**config.mk**
```make
export PLATFORM = sky130hd
export DESIGN_NAME = mux_rr_reg_flat
export DESIGN_NICKNAME = d
export VERILOG_FILES = /design/src/rtl/mux_rr_reg_if.sv /design/src/rtl/mux_rr_reg.sv /design/src/flat_wrapper.sv
export SDC_FILE = /design/constraint.sdc
export NUM_CORES = 1
export LEC_CHECK = 0
export CORE_MARGIN = 8
export CORE_UTILIZATION = 37
export DETAILED_ROUTE_END_ITERATION = 10
export GPL_TIMING_DRIVEN = 0
export HOLD_SLACK_MARGIN = 0.06
export PLACE_DENSITY = 0.86
export SYNTH_ARGS = -nofsm -noshare
export SYNTH_HDL_FRONTEND = slang
export SYNTH_SLANG_ARGS = --single-unit
```
**constraint.sdc**
```tcl
create_clock -name clk -period 1.9 [get_ports clk]
set_input_delay 0.38 -clock clk [delete_from_list [all_inputs] [get_ports clk]]
set_output_delay 0.38 -clock clk [all_outputs]
set_load 0.02 [all_outputs]
```
**src/rtl/mux_rr_reg_if.sv**
```systemverilog
// Handshake bundle for mux_rr_reg: N request channels in, one registered word out.
// The master modport is the environment side, and the slave modport is the mux side.
interface mux_rr_reg_if #(
   parameter int W = 1,
   parameter int N = 4
);
   localparam int SW = $clog2(N);

   logic          mode;
   logic [SW-1:0] sel;
   logic [N*W-1:0] inData;
   logic [N-1:0]  inValid;
   logic [N-1:0]  inReady;
   logic [W-1:0]  outData;
   logic [SW-1:0] outChan;
   logic          outValid;
   logic          outReady;

   modport master (
      output mode, sel, inData, inValid, outReady,
      input  inReady, outData, outChan, outValid
   );

   modport slave (
      input  mode, sel, inData, inValid, outReady,
      output inReady, outData, outChan, outValid
   );
endinterface

```
**src/rtl/mux_rr_reg.sv**
```systemverilog
// N-channel registered mux with direct or round-robin source selection.
// The single-entry output register can be drained and refilled in the same cycle.
module mux_rr_reg #(
   parameter int W = 1,
   parameter int N = 4
) (
   input logic        clk,
   input logic        rst,
   mux_rr_reg_if.slave bus
);
   localparam int SW = $clog2(N);

   logic [W-1:0]  chanWord [N];
   logic [N-1:0]  readyVec;
   logic [SW-1:0] ptrReg;
   logic [SW-1:0] rrGrant;
   logic [SW-1:0] grant;
   logic          directHit;
   logic          rrHit;
   logic          hit;
   logic          loadEn;
   logic          xfer;
   logic [W-1:0]  outDataReg;
   logic [SW-1:0] outChanReg;
   logic          outValidReg;

   for (genvar gi = 0; gi < N; gi++) begin : gChan
      assign chanWord[gi] = bus.inData[gi*W +: W];
      assign readyVec[gi] = xfer && (grant == SW'(gi));
   end

   // An out-of-range select (possible when N is not a power of two) never grants.
   always_comb begin
      directHit = (int'(bus.sel) < N) && bus.inValid[bus.sel];
   end

   // Scan downwards so the channel closest to ptr in cyclic order wins.
   always_comb begin
      int idx;
      rrHit   = 1'b0;
      rrGrant = '0;
      for (int k = N - 1; k >= 0; k--) begin
         idx = int'(ptrReg) + k;
         if (idx >= N) begin
            idx = idx - N;
         end
         if (bus.inValid[SW'(idx)]) begin
            rrHit   = 1'b1;
            rrGrant = SW'(idx);
         end
      end
   end

   always_comb begin
      grant  = bus.mode ? rrGrant : bus.sel;
      hit    = bus.mode ? rrHit : directHit;
      loadEn = !outValidReg || bus.outReady;
      xfer   = !rst && hit && loadEn;
   end

   always_ff @(posedge clk or posedge rst) begin
      if (rst) begin
         outDataReg  <= '0;
         outChanReg  <= '0;
         outValidReg <= 1'b0;
         ptrReg      <= '0;
      end else begin
         if (xfer) begin
            outDataReg  <= chanWord[grant];
            outChanReg  <= grant;
            outValidReg <= 1'b1;
            if (bus.mode) begin
               ptrReg <= (grant == SW'(N - 1)) ? '0 : grant + 1'b1;
            end
         end else if (bus.outReady) begin
            outValidReg <= 1'b0;
         end
      end
   end

   assign bus.inReady  = readyVec;
   assign bus.outData  = outDataReg;
   assign bus.outChan  = outChanReg;
   assign bus.outValid = outValidReg;
endmodule

```
**src/flat_wrapper.sv**
```systemverilog
// flat-port wrapper written by rule: the top's interface ports become plain ports
module mux_rr_reg_flat 
#(
   parameter int W = 1,
   parameter int N = 4
)
  (clk, rst, bus_mode, bus_sel, bus_inData, bus_inValid, bus_outReady, bus_inReady, bus_outData, bus_outChan, bus_outValid);
  mux_rr_reg_if #(.W(W), .N(N)) bus_i ();
  input logic clk;
  input logic rst;
  input wire logic [$bits(bus_i.mode)-1:0] bus_mode;
  input wire logic [$bits(bus_i.sel)-1:0] bus_sel;
  input wire logic [$bits(bus_i.inData)-1:0] bus_inData;
  input wire logic [$bits(bus_i.inValid)-1:0] bus_inValid;
  input wire logic [$bits(bus_i.outReady)-1:0] bus_outReady;
  output wire logic [$bits(bus_i.inReady)-1:0] bus_inReady;
  output wire logic [$bits(bus_i.outData)-1:0] bus_outData;
  output wire logic [$bits(bus_i.outChan)-1:0] bus_outChan;
  output wire logic [$bits(bus_i.outValid)-1:0] bus_outValid;
  assign bus_i.mode = bus_mode;
  assign bus_i.sel = bus_sel;
  assign bus_i.inData = bus_inData;
  assign bus_i.inValid = bus_inValid;
  assign bus_i.outReady = bus_outReady;
  assign bus_inReady = bus_i.inReady;
  assign bus_outData = bus_i.outData;
  assign bus_outChan = bus_i.outChan;
  assign bus_outValid = bus_i.outValid;
  mux_rr_reg #(.W(W), .N(N)) u_core (.clk(clk), .rst(rst), .bus(bus_i));
endmodule
```
* After elaboration in Yosys (flattened, before gate mapping)
Index checks and enable logic that the tools add are counted.
Operators by class: add/subtract/negate cells 8, $lt $le $gt $ge 10, equal/unequal tests 3, muxes and demuxes 34, bitwise gates (word level) 1, reductions and logical operators 12
Operator list (number):
- 2-bit two-way mux | 10
- 1-bit two-way mux | 18
- 2-bit by 4-bit less-than comparator with 1-bit output (second input constant) | 4
- 1-bit binary-select mux with 2-bit select | 6
- 3-bit greater-or-equal comparator (second input constant) | 4
- 2-bit by 1-bit subtractor with 2-bit output (second input constant) | 4
- 2-bit by 2-bit adder with 3-bit output (second input constant) | 2
- 1-bit logical AND | 6
- 2-bit equality test (second input constant) | 2
- 2-bit by 1-bit adder with 3-bit output (second input constant) | 1
- 2-bit by 3-bit greater-or-equal comparator with 1-bit output (second input constant) | 1
- 2-bit by 3-bit less-than comparator with 1-bit output (second input constant) | 1
- 2-bit NOT with 3-bit output | 1
- 2-bit by 1-bit adder with 2-bit output (second input constant) | 1
- 2-bit by 1-bit equality test with 1-bit output (second input constant) | 1
- 1-bit zero test | 2
- 2-bit zero test | 1
- 2-bit AND reduction | 1
- 2-bit nonzero test | 1
- 1-bit logical OR | 1
Word-level totals: flip-flop bits (word level) 6, word-level logic and storage cells 72

* Longest topological paths before layout
Gate-level depths: netlist (run 1).
depth in word-level cells 15, gate-level depth with buffers 7, gate-level depth less buffers 6

* Worst setup path after synthesis (run 1)
Ideal clock, no wire load.
path kind register to register, start register u_core.ptrReg[1], end register u_core.outDataReg, in the netlist u_core.bus.outData, arrival 1.807 ns, path slack -0.032 ns, cell stages (with the launch flop) 8, buffers on the path 1, clock period less this slack 1.932 ns, cells stage by stage dfrtp_1 -> buf_6 -> nand2b_1 -> a21oi_1 -> o21ai_2 -> o22ai_4 -> mux4_2 -> mux2_4
On the way: cells in the longest elaborated chain, start to end 15, elaborated cells on any way between the ends 43, classes of those cells add/sub (7); order compare (4); mux (29); bitwise (1); reduce/logical (2)
RTL lines:
- from (decl) | line mux_rr_reg.sv:15 | logic [SW-1:0] ptrReg;
- from (signal assigned) | line mux_rr_reg.sv:73 | ptrReg <= (grant == SW'(N - 1)) ? '0 : grant + 1'b1;
- 2-bit by 2-bit adder with 3-bit output | line mux_rr_reg.sv:43 | idx = int'(ptrReg) + k;
- 3-bit greater-or-equal comparator or 2-bit by 1-bit subtractor with 2-bit output (tied branches) | line mux_rr_reg.sv:44, mux_rr_reg.sv:45
- 2-bit two-way mux | line mux_rr_reg.sv:44 | if (idx >= N) begin
- 1-bit binary-select mux with 2-bit select | line mux_rr_reg.sv:47 | if (bus.inValid[SW'(idx)]) begin
- 1-bit two-way mux (not written as such) (2 in a row) | line mux_rr_reg.sv:47
- 2-bit two-way mux (4 in a row) | line mux_rr_reg.sv:47
- 2-bit two-way mux | line mux_rr_reg.sv:55 | grant = bus.mode ? rrGrant : bus.sel;
- 2-bit NOT with 3-bit output (not written as such) | line mux_rr_reg.sv:69 | outDataReg <= chanWord[grant];
- 1-bit binary-select mux with 2-bit select | line mux_rr_reg.sv:69
- 1-bit two-way mux (not written as such) (2 in a row) | line mux_rr_reg.sv:69
- to (signal assigned) | line mux_rr_reg.sv:69
- to (decl) | line mux_rr_reg.sv:23 | logic [W-1:0] outDataReg;
Parallel ways exist; a longest one is shown, timed or not. The select of a mux whose other input is x is not followed. A chain may end at the register's enable or synchronous reset.

* Final worst setup path (run 1)
Ends and elaborated chain as after synthesis.

==> run_summary.xml, run 1 <==
<?xml version="1.0" encoding="UTF-8"?>
<metrics>
  <group name="sta">
    <metric name="finalHoldViolCount" unit="">0</metric>
    <metric name="worst_slew_margin_rel" unit="">0.772</metric>
    <metric name="layout_min_cycle_time" unit="ns">2.10</metric>
    <metric name="max_clock_freq" unit="MHz">476</metric>
    <metric name="finClkSkew" unit="ns">0.000648</metric>
    <metric name="sum_neg_setup_slack" unit="ns">-0.846</metric>
    <metric name="drv_slew" unit="">0</metric>
    <metric name="timing.final.ws_setup" unit="ns">-0.200</metric>
    <metric name="layout_worst_path_cycle_share" unit="">1.11</metric>
    <metric name="tightestPinTransition" unit="ns">0.339</metric>
    <metric name="setup_repair_after_global_routing_missed_its_margin" unit="">true</metric>
    <metric name="setup_viol" unit="">5</metric>
  </group>
  <group name="clock_network">
    <metric name="htreeDepth" unit="">1</metric>
    <metric name="clk_latency" unit="ns">0.25</metric>
    <metric name="clkTransAtPathRegs" unit="ns">0.05</metric>
    <metric name="clockRootBuffer" unit="">clkbuf_4</metric>
    <metric name="cts_tree" unit="">yes</metric>
    <metric name="clock_sinks" unit="">6</metric>
    <metric name="cts_made_buffers" unit="">3</metric>
    <metric name="cts_hold_repair_buffers" unit="">0</metric>
    <metric name="clockBufferDepth" unit="">2</metric>
  </group>
  <group name="critical_path">
    <metric name="critical_path.max_fanout" unit="">5</metric>
    <metric name="critical_path.max_stage_delay" unit="ns">0.48</metric>
    <metric name="worst-endpoint-arrival" unit="ns">2.23</metric>
    <metric name="critical_path.endpoint_type" unit="">register</metric>
    <metric name="setup.worst_path.start_class" unit="">register</metric>
    <metric name="critical_path_required" unit="ns">2.03</metric>
    <metric name="cell_type_group_with_the_largest_total_delay_on_the_critical_path" unit="">multiplexers</metric>
    <metric name="critical-path-slowest-cell" unit="">mux4_2</metric>
    <metric name="worst_path_class_setup" unit="">register to register</metric>
    <metric name="timing.critical_path.cells" unit="">buf_6 &gt; nand2b_4 &gt; a21oi_2 &gt; o21ai_2 &gt; o22ai_4 &gt; buf_12 &gt; mux4_2 &gt; mux2_4</metric>
    <metric name="crit_buf_inv" unit="">2</metric>
  </group>
  <group name="synthesis">
    <metric name="post_synth_instance_area" unit="sq um">532</metric>
    <metric name="synth_fa_ha_area_frac" unit="">0</metric>
    <metric name="synth_cell_type_count" unit="">31</metric>
    <metric name="synth_area_per_cell" unit="sq um">9.01</metric>
    <metric name="muxShareOfSynthArea" unit="">0.160</metric>
    <metric name="synthesis.instances" unit="">59</metric>
    <metric name="synthSimpleGateAreaFrac" unit="">0.136</metric>
    <metric name="top_cell_type_by_total_area_after_synthesis" unit="">dfrtp_1</metric>
    <metric name="postSynth.topFlopCell" unit="">dfrtp_1</metric>
    <metric name="edff_count_synth" unit="">0</metric>
    <metric name="synth_seq_cells" unit="">6</metric>
    <metric name="synthTopCellsByArea" unit="">dfrtp_1 28%, inv_1 5.6%, mux4_1 4.9%</metric>
    <metric name="syn-num-nets" unit="">73</metric>
    <metric name="synth_top_family_by_area" unit="">compound AO/OA/AOI/OAI gates</metric>
    <metric name="synth_compound_area_frac" unit="">0.306</metric>
    <metric name="synth_xor_xnor_area_share" unit="">0.0165</metric>
    <metric name="postSynth.asyncResetShare" unit="">1.00</metric>
    <metric name="synth_common_cells" unit="">8 x inv_1, 6 x dfrtp_1, 5 x nand2_1</metric>
    <metric name="yosys_warnings" unit="">0</metric>
    <metric name="synth.yosys.seq_area_share" unit="">0.282</metric>
    <metric name="synth_most_common_cell" unit="">inv_1</metric>
    <metric name="synthDominantCellAreaShare" unit="">0.282</metric>
  </group>
  <group name="min_path">
    <metric name="hold_crit_path_type" unit="">input pin to asynchronous set/reset pin</metric>
  </group>
  <group name="floorplan">
    <metric name="die_area" unit="sq mm">0.00291</metric>
    <metric name="start_util" unit="">0.404</metric>
    <metric name="num_rows" unit="">13</metric>
    <metric name="fp.dieW" unit="um">53.9</metric>
    <metric name="placeableCoreArea" unit="sq mm">0.00132</metric>
    <metric name="die-height" unit="um">53.9</metric>
    <metric name="top_level_ports" unit="">22</metric>
  </group>
  <group name="placement">
    <metric name="globalplace.congestion" unit="">0.855</metric>
    <metric name="detailed_place.area" unit="sq um">772</metric>
    <metric name="dp_slack" unit="ns">-1.16</metric>
    <metric name="buffer_ports.inserted" unit="">21</metric>
    <metric name="hpwlAfterDp" unit="um">1160</metric>
  </group>
  <group name="run_status">
    <metric name="violated_checks" unit="">negative setup slack</metric>
    <metric name="status" unit="">finished, violations left</metric>
  </group>
  <group name="global_route">
    <metric name="remaining_global_route_overflow" unit="">0</metric>
    <metric name="grt_start_max_net_pins" unit="">11</metric>
    <metric name="grt_pass1_wl" unit="um">2850</metric>
    <metric name="via_count_of_the_first_global_routing_pass" unit="">655</metric>
    <metric name="initial_antenna_violation_count" unit="">0</metric>
    <metric name="grt_usage" unit="">0.134</metric>
  </group>
  <group name="cells_and_area">
    <metric name="area_growth" unit="%">65.4</metric>
    <metric name="design.final.nets" unit="">108</metric>
    <metric name="fraction_of_layout_cells_with_a_size_suffix_above_1" unit="">0.457</metric>
    <metric name="num_antenna_cells" unit="">0</metric>
    <metric name="fin_util" unit="">0.668</metric>
    <metric name="design_area" unit="sq um">880</metric>
    <metric name="layout.filler_cells" unit="">99</metric>
  </group>
  <group name="pwr">
    <metric name="pwr_density_cell" unit="mW/mm^2">1010</metric>
    <metric name="ir_drop" unit="mV">0.522</metric>
    <metric name="cellLeakagePower" unit="uW">0.000395</metric>
    <metric name="totalPowerFinal" unit="uW">890</metric>
  </group>
  <group name="detailed_routing">
    <metric name="detail-route-antenna-nets" unit="">0</metric>
    <metric name="drt_iter0_drc" unit="">40</metric>
    <metric name="first_pass_iters" unit="">4</metric>
    <metric name="drt-total-wl" unit="um">2010</metric>
    <metric name="num_vias" unit="">655</metric>
    <metric name="post_drt_wl_per_cell" unit="um">18.8</metric>
    <metric name="post_route_drc" unit="">0</metric>
    <metric name="routed_via_density" unit="">6.12</metric>
  </group>
  <group name="flow_run">
    <metric name="max_cap_violations" unit="">0</metric>
  </group>
</metrics>
final timing paths:
check | from | to | slack [ns] | cells after the start
setup / recovery | u_core.ptrReg[1] | u_core.bus.outData | -0.20 | 8
hold reg to reg | u_core.bus.outChan[0] | u_core.bus.outChan[0] | 0.51 | 2
hold / removal | rst | u_core.bus.outValid | 0.11 | 2
min in group clk | u_core.bus.outChan[0] | u_core.bus.outChan[0] | 0.51 | 2
max in group asynchronous | rst | u_core.ptrReg[0] | 1.57 | 2
setup reg to reg | u_core.ptrReg[1] | u_core.bus.outData | -0.20 | 8
per-stage QoR:
step	cells	hold slack, ns
2_1_floorplan	59	0.171
3_3_place_gp	95	0.475
3_5_place_dp	95	0.501
4_1_cts	106	0.415
5_1_grt	107	0.131
6_report	107	0.110
logic make-up after synthesis:
logic type	count (synthesis)
AOI/OAI and AO/OA	22
muxes	5
xor gates and xnor gates	1
DFF	6
buffers and inverters	10
and+or+nand+nor	15
cells in the final DEF (no fill, tap or decap), types with 3 or more instances in the layout:
cell type        instances
dfrtp_1                  5
clkdlybuf4s50_1          9
clkbuf_4                 3
inv_1                    8
a21oi_2                  3
buf_2                    6
buf_6                    3
buf_4                   10
nand2_1                  4
registers in the layout, indices dropped and copies added (netlist names):
register and flops:
u_core.bus.outChan 2, u_core.ptrReg 2, u_core.bus.outData 1, u_core.bus.outValid 1
cell type report:
class	count	area [sq um]	share of cell area
plain buffers	1	11.3	0.0128
multi-input cells	43	382	0.434
flip-flops and latches	6	151	0.172
well taps	15	18.8	0.0213
inverters	8	30.0	0.0341
repair buffers	31	264	0.300
clock buffers	3	22.5	0.0256
timing repair:
item                       in CTS  in global routing
gates resized for setup        51                 10
setup endpoints to repair       9                  5
setup buffers                   8                  1
pin swaps                       7                 11
cloned                          0                  1
per-layer routing:
| layer | global-route usage | wire (um) | vias to the layer above |
|---|---|---|---|
| li1 | - | - | 284 |
| met3 | 0.0441 | 148 | 11 |
| met5 | 0 | 0 | - |
| met1 | 0.130 | 752 | 312 |
| met2 | 0.255 | 1050 | 48 |
| met4 | 0.0504 | 56 | 0 |
report_power, final:
group / internal (uW) / leakage, uW / switching [uW] / total [uW]
clock network: 71.8 / 0.0000138 / 51.0 / 123
logic: 292 / 0.000313 / 254 / 547
registers: 177 / 0.0000686 / 43.4 / 220
worst register-to-register path, stage by stage, from the launching register on:
cell and delay [ns]:
dfrtp_1 0.38, buf_6 0.14, nand2b_4 0.13, a21oi_2 0.14, o21ai_2 0.10, o22ai_4 0.20
buf_12 0.15, mux4_2 0.48, mux2_4 0.26
(Power assumes the default switching activity.)
==> inputs of run 2 (changes only) <==
--- a/config.mk
+++ b/config.mk
@@ -5,6 +5,7 @@
 export SDC_FILE = /design/constraint.sdc
 export NUM_CORES = 1
 export LEC_CHECK = 0
+export CAP_MARGIN = 10
 export CORE_MARGIN = 8
 export CORE_UTILIZATION = 37
 export DETAILED_ROUTE_END_ITERATION = 10
==> results of run 2 <==
The final DEF is identical to that of run 1; final timing and power are the same.
